**src/rtl/shift_right_seq.sv**
```systemverilog
// Iterative right shifter: one bit per clock, start/done handshake.
// Supports logical (zero-fill) and arithmetic (sign-fill) right shifts.
// The result and last shifted-out bit are registered on completion and
// held until the next completion.
//
// Optional build macro: SHR_EARLY_EXIT_EN
//   When defined, a shift finishes early once the working register holds
//   nothing but fill bits, since further steps cannot change it. Results
//   are identical with or without the macro; only latency differs.
//
// Ports:
//   clk    - system clock, rising edge
//   reset  - synchronous, active-high reset
//   Start  - request, sampled only while idle
//   A      - operand, captured on accepted Start
//   Shift  - shift amount, captured on accepted Start
//   Arith  - 0 = logical, 1 = arithmetic, captured on accepted Start
//   Busy   - high while a request is being processed (through Done cycle)
//   Done   - one-cycle completion pulse
//   ASR    - registered result
//   Cout   - registered last bit shifted out
module shift_right_seq #(
    parameter int unsigned WIDTH = 8,
    parameter int unsigned CNT_W = 4
) (
    input  logic             clk,
    input  logic             reset,
    input  logic             Start,
    input  logic [WIDTH-1:0] A,
    input  logic [CNT_W-1:0] Shift,
    input  logic             Arith,
    output logic             Busy,
    output logic             Done,
    output logic [WIDTH-1:0] ASR,
    output logic             Cout
);

    typedef enum logic [1:0] {
        IDLE  = 2'd0,
        SHIFT = 2'd1,
        DONE  = 2'd2
    } state_t;

    state_t           state;
    logic [WIDTH-1:0] r;
    logic [CNT_W-1:0] cnt;
    logic             f;
    logic [WIDTH-1:0] r_shift;

    // One-step shift of the working register with the captured fill bit
    assign r_shift = {f, r[WIDTH-1:1]};

`ifdef SHR_EARLY_EXIT_EN
    // Register holds only fill bits: remaining steps are no-ops
    logic saturated;
    assign saturated = (r == {WIDTH{f}});
`endif

    // Control FSM with registered outputs
    always_ff @(posedge clk) begin
        if (reset) begin
            state <= IDLE;
            r     <= '0;
            cnt   <= '0;
            f     <= 1'b0;
            Busy  <= 1'b0;
            Done  <= 1'b0;
            ASR   <= '0;
            Cout  <= 1'b0;
        end else begin
            Done <= 1'b0;
            case (state)
                IDLE: begin
                    if (Start) begin
                        r    <= A;
                        cnt  <= Shift;
                        f    <= Arith & A[WIDTH-1];
                        Busy <= 1'b1;
                        if (Shift == '0) begin
                            // Zero-length shift completes straight away
                            state <= DONE;
                            Done  <= 1'b1;
                            ASR   <= A;
                            Cout  <= 1'b0;
                        end else begin
                            state <= SHIFT;
                        end
                    end
                end

                SHIFT: begin
`ifdef SHR_EARLY_EXIT_EN
                    if (saturated) begin
                        state <= DONE;
                        Done  <= 1'b1;
                        ASR   <= r;
                        Cout  <= f;
                    end else begin
`else
                    begin
`endif
                        r   <= r_shift;
                        cnt <= cnt - CNT_W'(1);
                        if (cnt == CNT_W'(1)) begin
                            state <= DONE;
                            Done  <= 1'b1;
                            ASR   <= r_shift;
                            Cout  <= r[0];
                        end
                    end
                end

                DONE: begin
                    // Start is ignored here; next accept is from IDLE
                    state <= IDLE;
                    Busy  <= 1'b0;
                end

                default: begin
                    state <= IDLE;
                    Busy  <= 1'b0;
                end
            endcase
        end
    end

endmodule

```
**config.mk**
```make
export PLATFORM = sky130hd
export DESIGN_NAME = shift_right_seq
export DESIGN_NICKNAME = d
export VERILOG_FILES = /design/src/rtl/shift_right_seq.sv
export SDC_FILE = /design/constraint.sdc
export NUM_CORES = 1
export LEC_CHECK = 0
export BUFFER_PORTS_ARGS = -buffer_cell sky130_fd_sc_hd__buf_4
export CORE_MARGIN = 2
export CORE_UTILIZATION = 50
export CTS_CLUSTER_DIAMETER = 80
export CTS_CLUSTER_SIZE = 14
export DETAILED_ROUTE_END_ITERATION = 6
export GPL_ROUTABILITY_DRIVEN = 0
export PLACE_DENSITY = 0.76
export SLEW_MARGIN = 20
export SYNTH_ARGS = -nofsm -noshare
export SYNTH_HDL_FRONTEND = slang
export SYNTH_SLANG_ARGS = --single-unit
```
**constraint.sdc**
```tcl
create_clock -name clk -period 4.1 [get_ports clk]
set_clock_uncertainty 0.2 [all_clocks]
set_input_delay 0.205 -clock clk [delete_from_list [all_inputs] [get_ports clk]]
set_output_delay 0.205 -clock clk [all_outputs]
set_load 0.02 [all_outputs]
```
* Yosys cells after proc, flatten, opt, wreduce, memory -nomap -nowiden
Cells that the tools add are included.
Word-level totals: bits in registers 26, input bits 16, output and inout port bits 11
Operators by class: add/sub/neg operators 1, eq/ne operators 5, muxes and demuxes 22, bitwise gates (word level) 2, reductions and logical operators 8
Operator list (number):
- $mux W8 | 4
- $pmux W8 S2 | 2
- $pmux W4 S2 | 1
- $reduce_and A2 Y1 | 4
- $mux W1 | 7
- $mux W2 | 3
- $ne A2 B2 Y1 const B | 3
- $pmux W1 S2 | 3
- $eq A4 B1 Y1 const B | 1
- $logic_not A4 Y1 | 1
- $mux W4 | 1
- $pmux W2 S2 | 1
- $reduce_and A4 Y1 | 1
- $sub A4 B1 Y4 const B | 1
- $eq A2 B1 Y1 const B | 1
- $logic_not A2 Y1 | 1
- $reduce_bool A2 Y1 | 1
- $and A1 B1 Y1 | 1
- $not A1 Y1 | 1

* Logic depth before layout (Yosys ltp)
depth in word-level cells 4, gate-level depth with buffers 6, mapped depth without buffers 5

* Worst setup path before layout
OpenSTA, ideal clock, no wires.
path kind register to register, from register state[0], to register ASR[0], library setup time 0.103 ns, arrival time 1.453 ns, required time 3.797 ns, setup slack 2.343 ns, stages on the path, launching flop included 5, buffers on the path 1, clock period less this slack 1.757 ns, cell sequence dfxtp_1 > or3b_1 > buf_6 > o22a_4 > a2111oi_2
On the way: longest elaborated chain between the ends 3, elaborated cells between the ends (all ways) 8, those cells by class eq/ne: 4; mux: 1; reduce/logical: 3
Ends and longest elaborated chain:
- start, declared | line 44 | state_t state;
- start signal, assigned | line 62 | state <= IDLE;
- start signal, assigned | line 81 | state <= DONE;
- start signal, assigned | line 86 | state <= SHIFT;
- $eq A2 B1 Y1 or $logic_not A2 Y1 (tied branches) | line 72 | case (state)
- $ne A2 B2 Y1 (no line) or $reduce_bool A2 Y1 (tied branches)
- $reduce_and A4 Y1 (no line)
- end signal, assigned | line 107 | ASR <= r_shift;
- end, declared | line 34 | output logic [WIDTH-1:0] ASR,
Several ways; a longest one is shown, not always the timed one. A chain may end at the register's enable or synchronous reset.

* Final worst setup path
from input Shift[2], to register ASR[7]
On the way: longest elaborated chain between the ends 3
Ends and longest elaborated chain:
- start, declared | line 30 | input logic [CNT_W-1:0] Shift,
- $logic_not A4 Y1 | line 79 | if (Shift == '0) begin
- $ne A2 B2 Y1 (no line)
- $reduce_and A4 Y1 (no line)
No other way between the ends.

==> results.yml <==
drt:
  highest_layer: "met4"
  drc: 0
  wl_met1_mm: 1.532
  routedWlPerCell_um: 15.75
  routed_via_density: 5.882
  wl_met2_mm: 1.404
  ant_nets: 0
  drtIter0Drc: 41
  finalWirelength_mm: 3.198
  first_pass_iters: 5
  wl_met3_um: 219
  num_vias: 1194
critical_path:
  cp_max_fo: 11
  worstSetupPathType: "in2reg"
  path_buf_inv: 2
  slowest_delay_ps: 750
  cp_top_family: "compound AO/OA/AOI/OAI gates"
  cp-end-kind: "register"
  slowest_stage: "or4_1"
  worstSetupStartpointType: "input port"
  worstPathCellList: "dlygate4sd3_1, buf_4, or4_1, o22a_4, a2111oi_2"
  critical_path_arrival_ps: 2410
  required_ps: 4140
power:
  p_int_w: 0.0004268
  ir_drop_mv: 0.2881
  switching_share_pct: 28.07
  p_per_area_nw_per_um2: 369.0
  power_frac_comb_pct: 19.8
  seqPwrFrac_pct: 50.0
  power.switching_w: 0.0001665
  pwr-share-clk_pct: 30.3
  power_leakage_nw: 0.6022
  fin_total_pwr_w: 0.0005933
final_layout:
  num_antenna_cells: 0
  n_fill_cell: 224
  nets: 192
  drive_gt1_share_pct: 23.70
  layout_common_cells: "dfxtp_1, buf_4, nor3_1"
  final_cell_count_no_fill: 203
  post-route-util_pct: 64.90
  area_growth_pct: 22.03
sta:
  slew_violations: 0
  tightest_slew_ps: 528.6
  fin_tns_setup_ps: 0
  grt_setup_unrepaired: "false"
  post-route-period-util_pct: 57.95
  period_minus_slack_ps: 2376
  slew_headroom_pct: 64.71
  hold_viol: 0
  setup_violations: 0
  max_freq_mhz: 420.9
  setup_ws_ps: 1724
global_route:
  grt_overflow: 0
  grt_pass1_vias: 1144
  grt_pass1_wl_mm: 5.471
  grt.total_usage_pct: 22.16
  antenna_found_initial: 0
  grt_max_degree: 19
clock_tree:
  clockRootBuffer: "clkbuf_4"
  cts_hold_buffers: 5
  htreeDepth: 1
  cts_max_path_buffers: 2
  post-cts-setup-buffers: 0
  clk_pin_slew_worst_paths_ps: 150
  clkLatencyLatePin_ps: 330
  cts_inserted_buffers: 3
  tritoncts: "yes"
  cts_resized: 0
  cts.sinks: 26
die:
  row_count: 18
  core_um2: 2477
  die_area_um2: 3061
  die_h_um: 55.33
  start_util_pct: 53.18
  die_w_um: 55.33
  io-pin-count: 27
logic_synthesis:
  ys_warn_count: 0
  synth_seq_cells: 26
  synth_area_um2: 1318
  syn_inst: 148
  synth_area_per_cell_um2: 8.902
  ys_types: 37
  syn-num-nets: 166
  yosysSeqAreaShare_pct: 39.51
place:
  dp.cells: 194
  place_hpwl_mm: 2.283
  dp_slack_ps: 1915
  port_buffers: 26
outcome:
  status: "completed"
job:
  cap_violations: 0
hold_path:
  min_path_type: "in2reg"
==> power groups by stage <==
stage	Clock [W]	Sequential [W]	Combinational (W)
after floorplan	0	0.000299	0.0000776
after global placement	0	0.000299	0.000111
after detailed placement	0	0.000301	0.000113
after CTS	0.000182	0.000295	0.000117
after global routing	0.000193	0.000299	0.000131
final	0.000180	0.000296	0.000117
==> cell families after synthesis <==
group                      after synthesis  share of synthesized area, %
AOI/OAI and AO/OA                       48                         29.25
adders and majority gates                2                         1.899
buffers and inverters                   23                         7.122
DFF                                     26                         39.51
muxes                                    3                         2.279
and+or+nand+nor                         46                         19.94
==> layer usage <==
metal / track usage, % / up-vias
met5: 0 / -
met1: 31.49 / 548
li1: - / 595
met3: 4.450 / 4
met4: 8.711 / 0
met2: 32.82 / 47
==> layout make-up <==
type                       count  area, um2  share of cell area (%)
tap                           30      37.54                   2.335
timing repair buffer          31      245.2                   15.25
clock buffer                   3      22.52                   1.401
multi-input combinational     99      703.2                   43.74
sequential                    26      520.5                   32.37
clock inverter                 1      30.03                   1.868
inverter                      13      48.80                   3.035
==> worst register-to-register path, delay by kind of cell, from the launching register on <==
kind | cells | cell delay, ps
and+or+nand+nor | 1 | 570
DFF | 1 | 650
AOI/OAI and AO/OA | 2 | 700
==> metrics by stage <==
stage | hold WS (ps) | cell area, um2
6_report | 16.12 | 1608
5_1_grt | 14.43 | 1608
4_1_cts | 4.924 | 1608
3_5_place_dp | 268.3 | 1505
3_3_place_gp | 261.4 | 1505
2_1_floorplan | 155.4 | 1318
==> cells in the mapped netlist <==
library cell	number	area share, %
or2b_1	2	1.1
nand3_1	1	0.38
a31oi_1	1	0.48
nand2b_1	3	1.4
nor2b_1	3	1.4
a221o_1	1	0.76
nor3_1	17	6.5
a21oi_1	12	4.6
nand3b_1	1	0.57
o22a_4	1	1.3
mux2i_1	3	2.3
a2111oi_2	8	9.1
o211ai_1	1	0.57
nor4b_1	1	0.66
nor3b_1	1	0.57
o2bb2ai_1	5	3.3
o21ai_0	12	4.6
clkbuf_1	9	2.6
dfxtp_1	26	40
o221ai_1	1	0.66
nand2_1	3	0.85
or3b_1	2	1.3
or3b_2	1	0.66
o32a_1	1	0.76
inv_1	12	3.4
and3b_1	1	0.66
o311ai_1	1	0.66
clkinv_1	1	0.28
o21ba_2	1	0.76
nor2_1	6	1.7
ha_1	2	1.9
or4_1	2	1.1
a31o_1	1	0.66
a211oi_1	1	0.57
o22ai_1	1	0.48
nor4_1	2	0.95
buf_6	1	0.85
==> state kept, by name, indices dropped and copies added, names as in the netlist <==
name,cells
ASR,8
r,8
cnt,4
state,2
Busy,1
Cout,1
Done,1
f,1
==> path summary, 6_finish.rpt <==
check,startpoint,to,slack (ps),cells past startpoint
worst max-delay path,Shift[2],ASR[7],1720,5
worst min-delay path,A[7],r[7],20,3
worst max register to register,state[0],ASR[7],1890,3
worst min register to register,ASR[4],ASR[4],280,2
Power figures use the tool's default switching activity.
